File: src/rtl/mem_pkg.sv
// Shared constants and helpers for the memory-group blocks.
package mem_pkg;
    localparam int DEF_WIDTH = 8;
    localparam int DEF_DEPTH = 8;

    // Address width for a given entry count; never below 1 bit.
    function automatic int ptr_w(input int depth);
        return (depth < 2) ? 1 : $clog2(depth);
    endfunction
endpackage

File: src/rtl/fifo_mem.sv
// WIDTHxDEPTH register array: one write port, one registered read port.
module fifo_mem
    import mem_pkg::*;
#(
    parameter int WIDTH = DEF_WIDTH,
    parameter int DEPTH = DEF_DEPTH,
    localparam int AW   = ptr_w(DEPTH)
) (
    input  logic             clk,
    input  logic             rst,
    input  logic             we,
    input  logic [AW-1:0]    waddr,
    input  logic [WIDTH-1:0] wdata,
    input  logic             re,
    input  logic [AW-1:0]    raddr,
    output logic [WIDTH-1:0] rdata
);
    logic [WIDTH-1:0] mem [DEPTH];

    // Array is deliberately left without reset; only the read register clears.
    always_ff @(posedge clk) begin
        if (we)
            mem[waddr] <= wdata;
    end

    always_ff @(posedge clk) begin
        if (rst)
            rdata <= '0;
        else if (re)
            rdata <= mem[raddr];
    end
endmodule

File: src/rtl/sync_fifo.sv
// Single-clock FIFO: pointer, occupancy, status flags and error pulses.
module sync_fifo
    import mem_pkg::*;
#(
    parameter int WIDTH = DEF_WIDTH,
    parameter int DEPTH = DEF_DEPTH,
    localparam int AW   = ptr_w(DEPTH),
    localparam int CW   = $clog2(DEPTH) + 1
) (
    input  logic             clk,
    input  logic             rst,
    input  logic             wr_en,
    input  logic [WIDTH-1:0] wr_data,
    input  logic             rd_en,
    output logic [WIDTH-1:0] rd_data,
    output logic             full,
    output logic             empty,
    output logic [CW-1:0]    count,
    output logic             ovf,
    output logic             udf
);
    logic [AW-1:0] wr_ptr, rd_ptr;
    logic          wr_acc, rd_acc;

    assign full   = (count == CW'(DEPTH));
    assign empty  = (count == '0);
    // A read in the same cycle frees a slot, so a full FIFO still takes the write.
    assign wr_acc = wr_en & (~full | rd_en);
    assign rd_acc = rd_en & ~empty;

    fifo_mem #(.WIDTH(WIDTH), .DEPTH(DEPTH)) u_mem (
        .clk   (clk),
        .rst   (rst),
        .we    (wr_acc & ~rst),
        .waddr (wr_ptr),
        .wdata (wr_data),
        .re    (rd_acc & ~rst),
        .raddr (rd_ptr),
        .rdata (rd_data)
    );

    always_ff @(posedge clk) begin
        if (rst) begin
            wr_ptr <= '0;
            rd_ptr <= '0;
            count  <= '0;
            ovf    <= 1'b0;
            udf    <= 1'b0;
        end else begin
            if (wr_acc)
                wr_ptr <= wr_ptr + AW'(1);
            if (rd_acc)
                rd_ptr <= rd_ptr + AW'(1);
            if (wr_acc && !rd_acc)
                count <= count + CW'(1);
            else if (rd_acc && !wr_acc)
                count <= count - CW'(1);
            ovf <= wr_en & full & ~rd_en;
            udf <= rd_en & empty;
        end
    end
endmodule

File: config.mk
export PLATFORM = sky130hd
export DESIGN_NAME = sync_fifo
export DESIGN_NICKNAME = d
export VERILOG_FILES = /design/src/rtl/mem_pkg.sv /design/src/rtl/fifo_mem.sv /design/src/rtl/sync_fifo.sv
export SDC_FILE = /design/constraint.sdc
export NUM_CORES = 1
export LEC_CHECK = 0
export ABC_AREA = 1
export BUFFER_PORTS_ARGS = -buffer_cell sky130_fd_sc_hd__buf_2
export CAP_MARGIN = 15
export CORE_MARGIN = 2
export CORE_UTILIZATION = 62
export CTS_BUF_LIST = sky130_fd_sc_hd__clkbuf_4 sky130_fd_sc_hd__clkbuf_8
export CTS_CLUSTER_SIZE = 8
export DETAILED_ROUTE_END_ITERATION = 8
export PLACE_DENSITY_LB_ADDON = 0.05
export SLEW_MARGIN = 30
export SYNTH_ARGS = -nofsm -noshare
export SYNTH_HDL_FRONTEND = slang
export SYNTH_SLANG_ARGS = --single-unit
File: constraint.sdc
create_clock -name clk -period 2.6 [get_ports clk]
set_input_delay 0.39 -clock clk [delete_from_list [all_inputs] [get_ports clk]]
set_output_delay 0.39 -clock clk [all_outputs]
set_load 0.005 [all_outputs]
==> reports/metrics.yaml, run 1 <==
status:
  status: "completed"
cts:
  post-cts-setup-buffers: 0
  worstSkewPairLatency_ns: 0.34
  numCtsBuffers: 9
  cts-root-buf: "clkbuf_8"
  clk_path_buf_depth: 2
  htree_levels: 3
  cts_sinks: 84
  cts_tree: "done"
  cts.clk_slew.worst_paths_ns: 0.08
  cts_resized: 0
  cts_hold_buffers: 0
worst_setup_path:
  crit_buf_inv: 3
  crit_slowest_cell: "dfxtp_1"
  endpoint_kind: "flop"
  crit_fanout: 5
  critical-path-top-delay-family: "simple AND/OR/NAND/NOR gates"
  critPathRequiredTime_ns: 2.88
  path_common_cell: "nand2_1"
  arrival_ns: 2.56
  path_cells: "inv_1 > nand2_1 > nor3_4 > nand2_4 > nand2_4 > inv_2 > ha_1 > inv_1 > ha_1 > or2_2 > nand2_1 > nand3_1 > nand2_1 > nand2_1 > a21oi_1"
  max_stage_delay_ns: 0.37
  critical_path_class: "reg2reg"
  critPathLaunchType: "flop"
route:
  first_iter_violations: 241
  wl_um: 7571
  wl_per_cell_um: 15.23
  route.detailed.drc: 0
  vias: 2591
  avgViaCountPerCell: 5.213
  ant_nets: 0
  dr.pass1.iters: 4
floorplan:
  die-width_um: 81.78
  core-area_um2: 5886
  die_h_um: 81.78
  die_area_um2: 6688
  start_util: 0.6373
  core.rowCount: 28
  num_io_pins: 28
synthesis:
  netlist_instances: 378
  syn-num-nets: 396
  ys_types: 31
  yosysSeqAreaShare: 0.6191
  synth.cell_area_um2: 3751
  ys_seq_elements: 84
  syn_avg_cell_area_um2: 9.924
  yosysWarnings: 0
global_routing:
  grt_max_degree: 35
  gr-usage-all-layers: 0.2439
  antenna_found_initial: 0
  grt_pass1_wl_um: 11670
  grt_pass1_vias: 2317
  grt-ovfl-total: 0
finish:
  drive_above_1_share: 0.1730
  final_cell_area_um2: 4177
  fin_nets: 435
  most-common-layout-cells: "104 x nand2_1, 64 x edfxtp_1, 60 x inv_1"
  final_common_cell: "nand2_1"
  diodes: 0
  syn2layout_area_growth_pct: 11.34
pwr:
  switching_share: 0.3292
  p_int_mw: 2.292
  pwr-share-clk: 0.268
  power_density_nw_per_um2: 817.9
  comb_power_share: 0.266
  peakVddDrop_v: 0.0005827
  switching_power_mw: 1.124
  p_seq_frac: 0.466
  p_leak_nw: 1.859
sta:
  fmax_mhz: 437.9
  relSlewSlack: 0.7394
  finalSetupViolations: 0
  hold_viol: 0
  worst_slew_pin_slew_ns: 0.3884
  finClkSkew_ns: 0.007513
  fin_tns_setup_ns: 0
  rsz0062_at_grt: "no"
  slew_viol_final: 0
  fin_crit_ns: 2.284
  fin_hold_ws_ns: 0.3233
  fin_crit_sh: 0.8783
place:
  port-buffer-count: 27
  gp_congestion: 0.7898
  dp_hpwl_um: 4789
  placed_cell_area_um2: 3981
run:
  maxCapViolCount: 0
worst_hold_path:
  min_path_type: "in2reg"
## area by class of cell
class / instances / area (µm²)
flip-flops and latches: 84 / 2322
clock buffers: 10 / 131.4
fillers: 451 / 1709
multi-input cells: 214 / 1062
well taps: 75 / 93.84
inverters: 67 / 262.8
clock inverters: 6 / 63.81
repair buffers: 41 / 240.2
## power by group through the flow
stage | combinational [mW] | clock (mW) | sequential, mW
global placement | 0.887 | 0 | 1.62
finish | 0.910 | 0.914 | 1.59
floorplan | 0.701 | 0 | 1.62
CTS | 0.917 | 0.927 | 1.59
global route | 1.03 | 0.977 | 1.60
detailed placement | 0.908 | 0 | 1.62
## state kept, by name, summed over array words and instances (netlist names)
name         cells
count            4
u_mem.mem       64
wr_ptr           3
udf              1
u_mem.rdata      8
rd_ptr           3
ovf              1
## synthesized netlist by cell type (all sizes together)
cell type,n,share of area
clkinv,2,0.0023
nor3b,1,0.0020
o21bai,1,0.0020
xor2,2,0.0047
o21ai,6,0.0080
or2,1,0.0017
ha,5,0.017
edfxtp,64,0.51
nor2,12,0.016
clkbuf,1,0.0010
a21oi,15,0.021
inv,65,0.068
dfxtp,20,0.11
nand2,109,0.12
nand3,53,0.075
buf,12,0.027
fa,1,0.0053
nor3,8,0.014
## metal layers
layer / track usage / up-vias / part of all wire
li1: - / 1304 / -
met4: 0.08500 / 0 / 0.019
met3: 0.04945 / 12 / 0.075
met2: 0.3959 / 82 / 0.47
met5: 0 / - / 0
met1: 0.3294 / 1193 / 0.44
## through the flow
step	worst slack (ns)	cells	util	total power, mW
floorplan	0.4684	378	-	2.319
global placement	0.4181	481	0.6764	2.504
detailed placement	0.3291	481	0.6764	2.528
CTS	0.3027	497	0.7096	3.435
global route	0.1233	497	0.7096	3.607
finish	0.3164	497	0.7096	3.416
## final timing paths
kind | cells after the start | slack [ns] | startpoint | end
hold / removal | 1 | 0.32 | wr_data[5] | u_mem.mem[6][5]
setup / recovery | 15 | 0.32 | count[0] | count[3]
setup reg to reg | 15 | 0.32 | count[0] | count[3]
hold reg to reg | 2 | 0.47 | u_mem.rdata[3] | u_mem.rdata[3]
## logic make-up after synthesis
family,Yosys count,synth area share
buffers and inverters,80,0.09773
xor gates and xnor gates,2,0.004671
adders and majority gates,6,0.02201
AOI/OAI and AO/OA,22,0.03102
and+or+nand+nor,184,0.2255
DFF,84,0.6191
No activity file was read; power rests on OpenSTA's default activity.
==> run 2: changes to the inputs <==
CORE_UTILIZATION = 65   (was 62)
clock period = 2.9 ns   (was 2.6 ns; I/O delays follow)
==> reports/metrics.yaml, run 2 (same netlist as run 1, synthesis figures left out) <==
route:
  wl_per_cell_um: 15.18  # -0.35%
  dr.pass1.iters: 4  # unchanged
  first_iter_violations: 214  # -11%
  ant_nets: 0  # unchanged
  avgViaCountPerCell: 5.251  # +0.72%
  wl_um: 7438  # -1.8%
  route.detailed.drc: 0  # unchanged
  vias: 2573  # -0.69%
worst_setup_path:
  endpoint_kind: "flop"
  reg2reg_slack_ns: 0.59  # +0.27 ns
  arrival_ns: 2.59  # +0.03 ns
  r2r-end: "count[3]"
  critPathLaunchType: "flop"
  crit_fanout: 5  # unchanged
  critPathRequiredTime_ns: 3.17  # +0.29 ns
  crit_buf_inv: 3  # unchanged
  reg2regPathDepth: 15  # unchanged
  crit_slowest_cell: "dfxtp_1"
  critical-path-top-delay-family: "simple AND/OR/NAND/NOR gates"
  path_cells: "inv_1 > nand2_1 > nor3_4 > nand2_4 > nand2_4 > inv_2 > ha_1 > inv_1 > ha_1 > or2_2 > nand2_1 > nand3_1 > nand2_1 > nand2_1 > a21oi_1"
  critical_path_class: "reg2reg"
  path_common_cell: "nand2_1"
  max_stage_delay_ns: 0.36  # about the same
  regToRegStartpoint: "count[0]"
floorplan:
  core-area_um2: 5540  # -5.9%
  num_io_pins: 28  # unchanged
  core.rowCount: 27  # -3.6%
  start_util: 0.6771  # +0.03973
  die_h_um: 79.97  # -2.2%
  die-width_um: 79.97  # -2.2%
  die_area_um2: 6394  # -4.4%
finish:
  largest_register: "u_mem.mem"
  most-common-layout-cells: "104 x nand2_1, 64 x edfxtp_1, 60 x inv_1"
  final_common_cell: "nand2_1"
  fin_nets: 431  # -0.92%
  diodes: 0  # unchanged
  drive_above_1_share: 0.1651  # -0.007914
  syn2layout_area_growth_pct: 10.54
  top_regs: "u_mem.mem (64), u_mem.rdata (8), count (4)"
  largest_reg_flops: 64  # unchanged
  final_cell_area_um2: 4146  # -0.72%
sta:
  fin_crit_sh: 0.7975  # -0.08082
  finClkSkew_ns: 0.009511  # +0.001998 ns
  rsz0062_at_grt: "no"
  finalWorstSetupSlack_ns: 0.5873  # +0.2709 ns
  fin_tns_setup_ns: 0  # unchanged
  worst_slew_pin_slew_ns: 0.7757  # +0.3872 ns
  finalSetupViolations: 0  # unchanged
  slew_viol_final: 0  # unchanged
  fin_crit_ns: 2.313  # +0.02912 ns
  fmax_mhz: 432.4  # -1.3%
  relSlewSlack: 0.4822  # -0.2573
  hold_viol: 0  # unchanged
global_routing:
  grt_max_degree: 35  # unchanged
  grt_pass1_vias: 2468  # +6.5%
  grt-ovfl-total: 0  # unchanged
  antenna_found_initial: 0  # unchanged
  grt_pass1_wl_um: 12140  # +4.1%
  gr-usage-all-layers: 0.2626  # +0.01870
cts:
  htree_levels: 3  # unchanged
  cts_hold_buffers: 0  # unchanged
  cts-root-buf: "clkbuf_8"
  post-cts-setup-buffers: 0  # unchanged
  worstSkewPairLatency_ns: 0.34  # about the same
  numCtsBuffers: 9  # unchanged
  cts_resized: 0  # unchanged
  cts.clk_slew.worst_paths_ns: 0.09  # about the same
  cts_tree: "done"
  clk_path_buf_depth: 2  # unchanged
  cts_sinks: 84  # unchanged
worst_hold_path:
  min_to: "u_mem.mem[2][4]"
  min_path_type: "in2reg"
  min_path_cells: 1  # unchanged
  worstHoldStart: "wr_data[4]"
pwr:
  power_density_nw_per_um2: 739.0  # -9.6%
  power.total_mw: 3.064  # -10%
  p_leak_nw: 1.839  # -1.1%
  peakVddDrop_v: 0.0003900  # -33%
place:
  dp_hpwl_um: 4648  # -2.9%
  gp_congestion: 0.8745  # +11%
  placed_cell_area_um2: 3948  # -0.85%
  port-buffer-count: 27  # unchanged
  dp_slack_ns: 0.6056  # +0.2765 ns
run:
  maxCapViolCount: 0  # unchanged
status:
  status: "completed"
[run 2: changes by cell type in the layout (fill, tap and decap cells not counted), sizes merged]
cell and delta:
buf -4, clkbuf -1, inv +1
[run 2: area by class of cell]
| type | instances | area, µm² |
|---|---|---|
| Clock inverter | 7 | 75.07 |
| Sequential cell | 84 | 2322 |
| Timing Repair Buffer | 37 | 210.2 |
| Clock buffer | 9 | 123.9 |
| Multi-Input combinational cell | 214 | 1062 |
| Tap cell | 72 | 90.09 |
| Fill cell | 385 | 1394 |
| Inverter | 67 | 262.8 |
[run 2: routing by layer]
metal	up-vias	track usage	share of wire
met5	-	0	0
met4	0	0.1186	0.026
met3	19	0.05204	0.067
met2	84	0.3942	0.47
met1	1178	0.3725	0.43
li1	1292	-	-
[run 2: worst reg2reg max path, stage by stage (launching register included)]
cell and delay, ns:
dfxtp_1 0.36, inv_1 0.10, nand2_1 0.09, nor3_4 0.19
nand2_4 0.12, nand2_4 0.09, inv_2 0.05, ha_1 0.20
inv_1 0.13, ha_1 0.27, or2_2 0.31, nand2_1 0.07
nand3_1 0.06, nand2_1 0.06, nand2_1 0.05, a21oi_1 0.10
[run 2: through the flow]
stage | utilization | hold slack [ns] | instances
5_1_grt | 0.7484 | 0.3632 | 490
6_report | 0.7484 | 0.3585 | 490
2_1_floorplan | - | 0.4600 | 378
3_3_place_gp | 0.7125 | 0.4518 | 474
3_5_place_dp | 0.7125 | 0.4572 | 474
4_1_cts | 0.7484 | 0.3472 | 490
[run 2: report_power, final]
group | total, mW | internal [mW] | leakage, nW | switching, mW
logic | 0.781 | 0.277 | 0.998 | 0.504
registers | 1.45 | 1.37 | 0.742 | 0.0856
clock network | 0.829 | 0.404 | 0.0992 | 0.425
[run 2: how the worst max path moves through the flow]
stage / slack [ns] / endpoint / startpoint / cells past startpoint
after floorplan: 0.77 / count[3] / count[0] / 15
final: 0.59 / count[3] / count[0] / 15
after global placement: 0.71 / count[3] / count[0] / 15
after detailed placement: 0.61 / count[3] / count[0] / 15
after CTS: 0.57 / count[3] / count[0] / 15
after global routing: 0.39 / count[3] / count[0] / 15
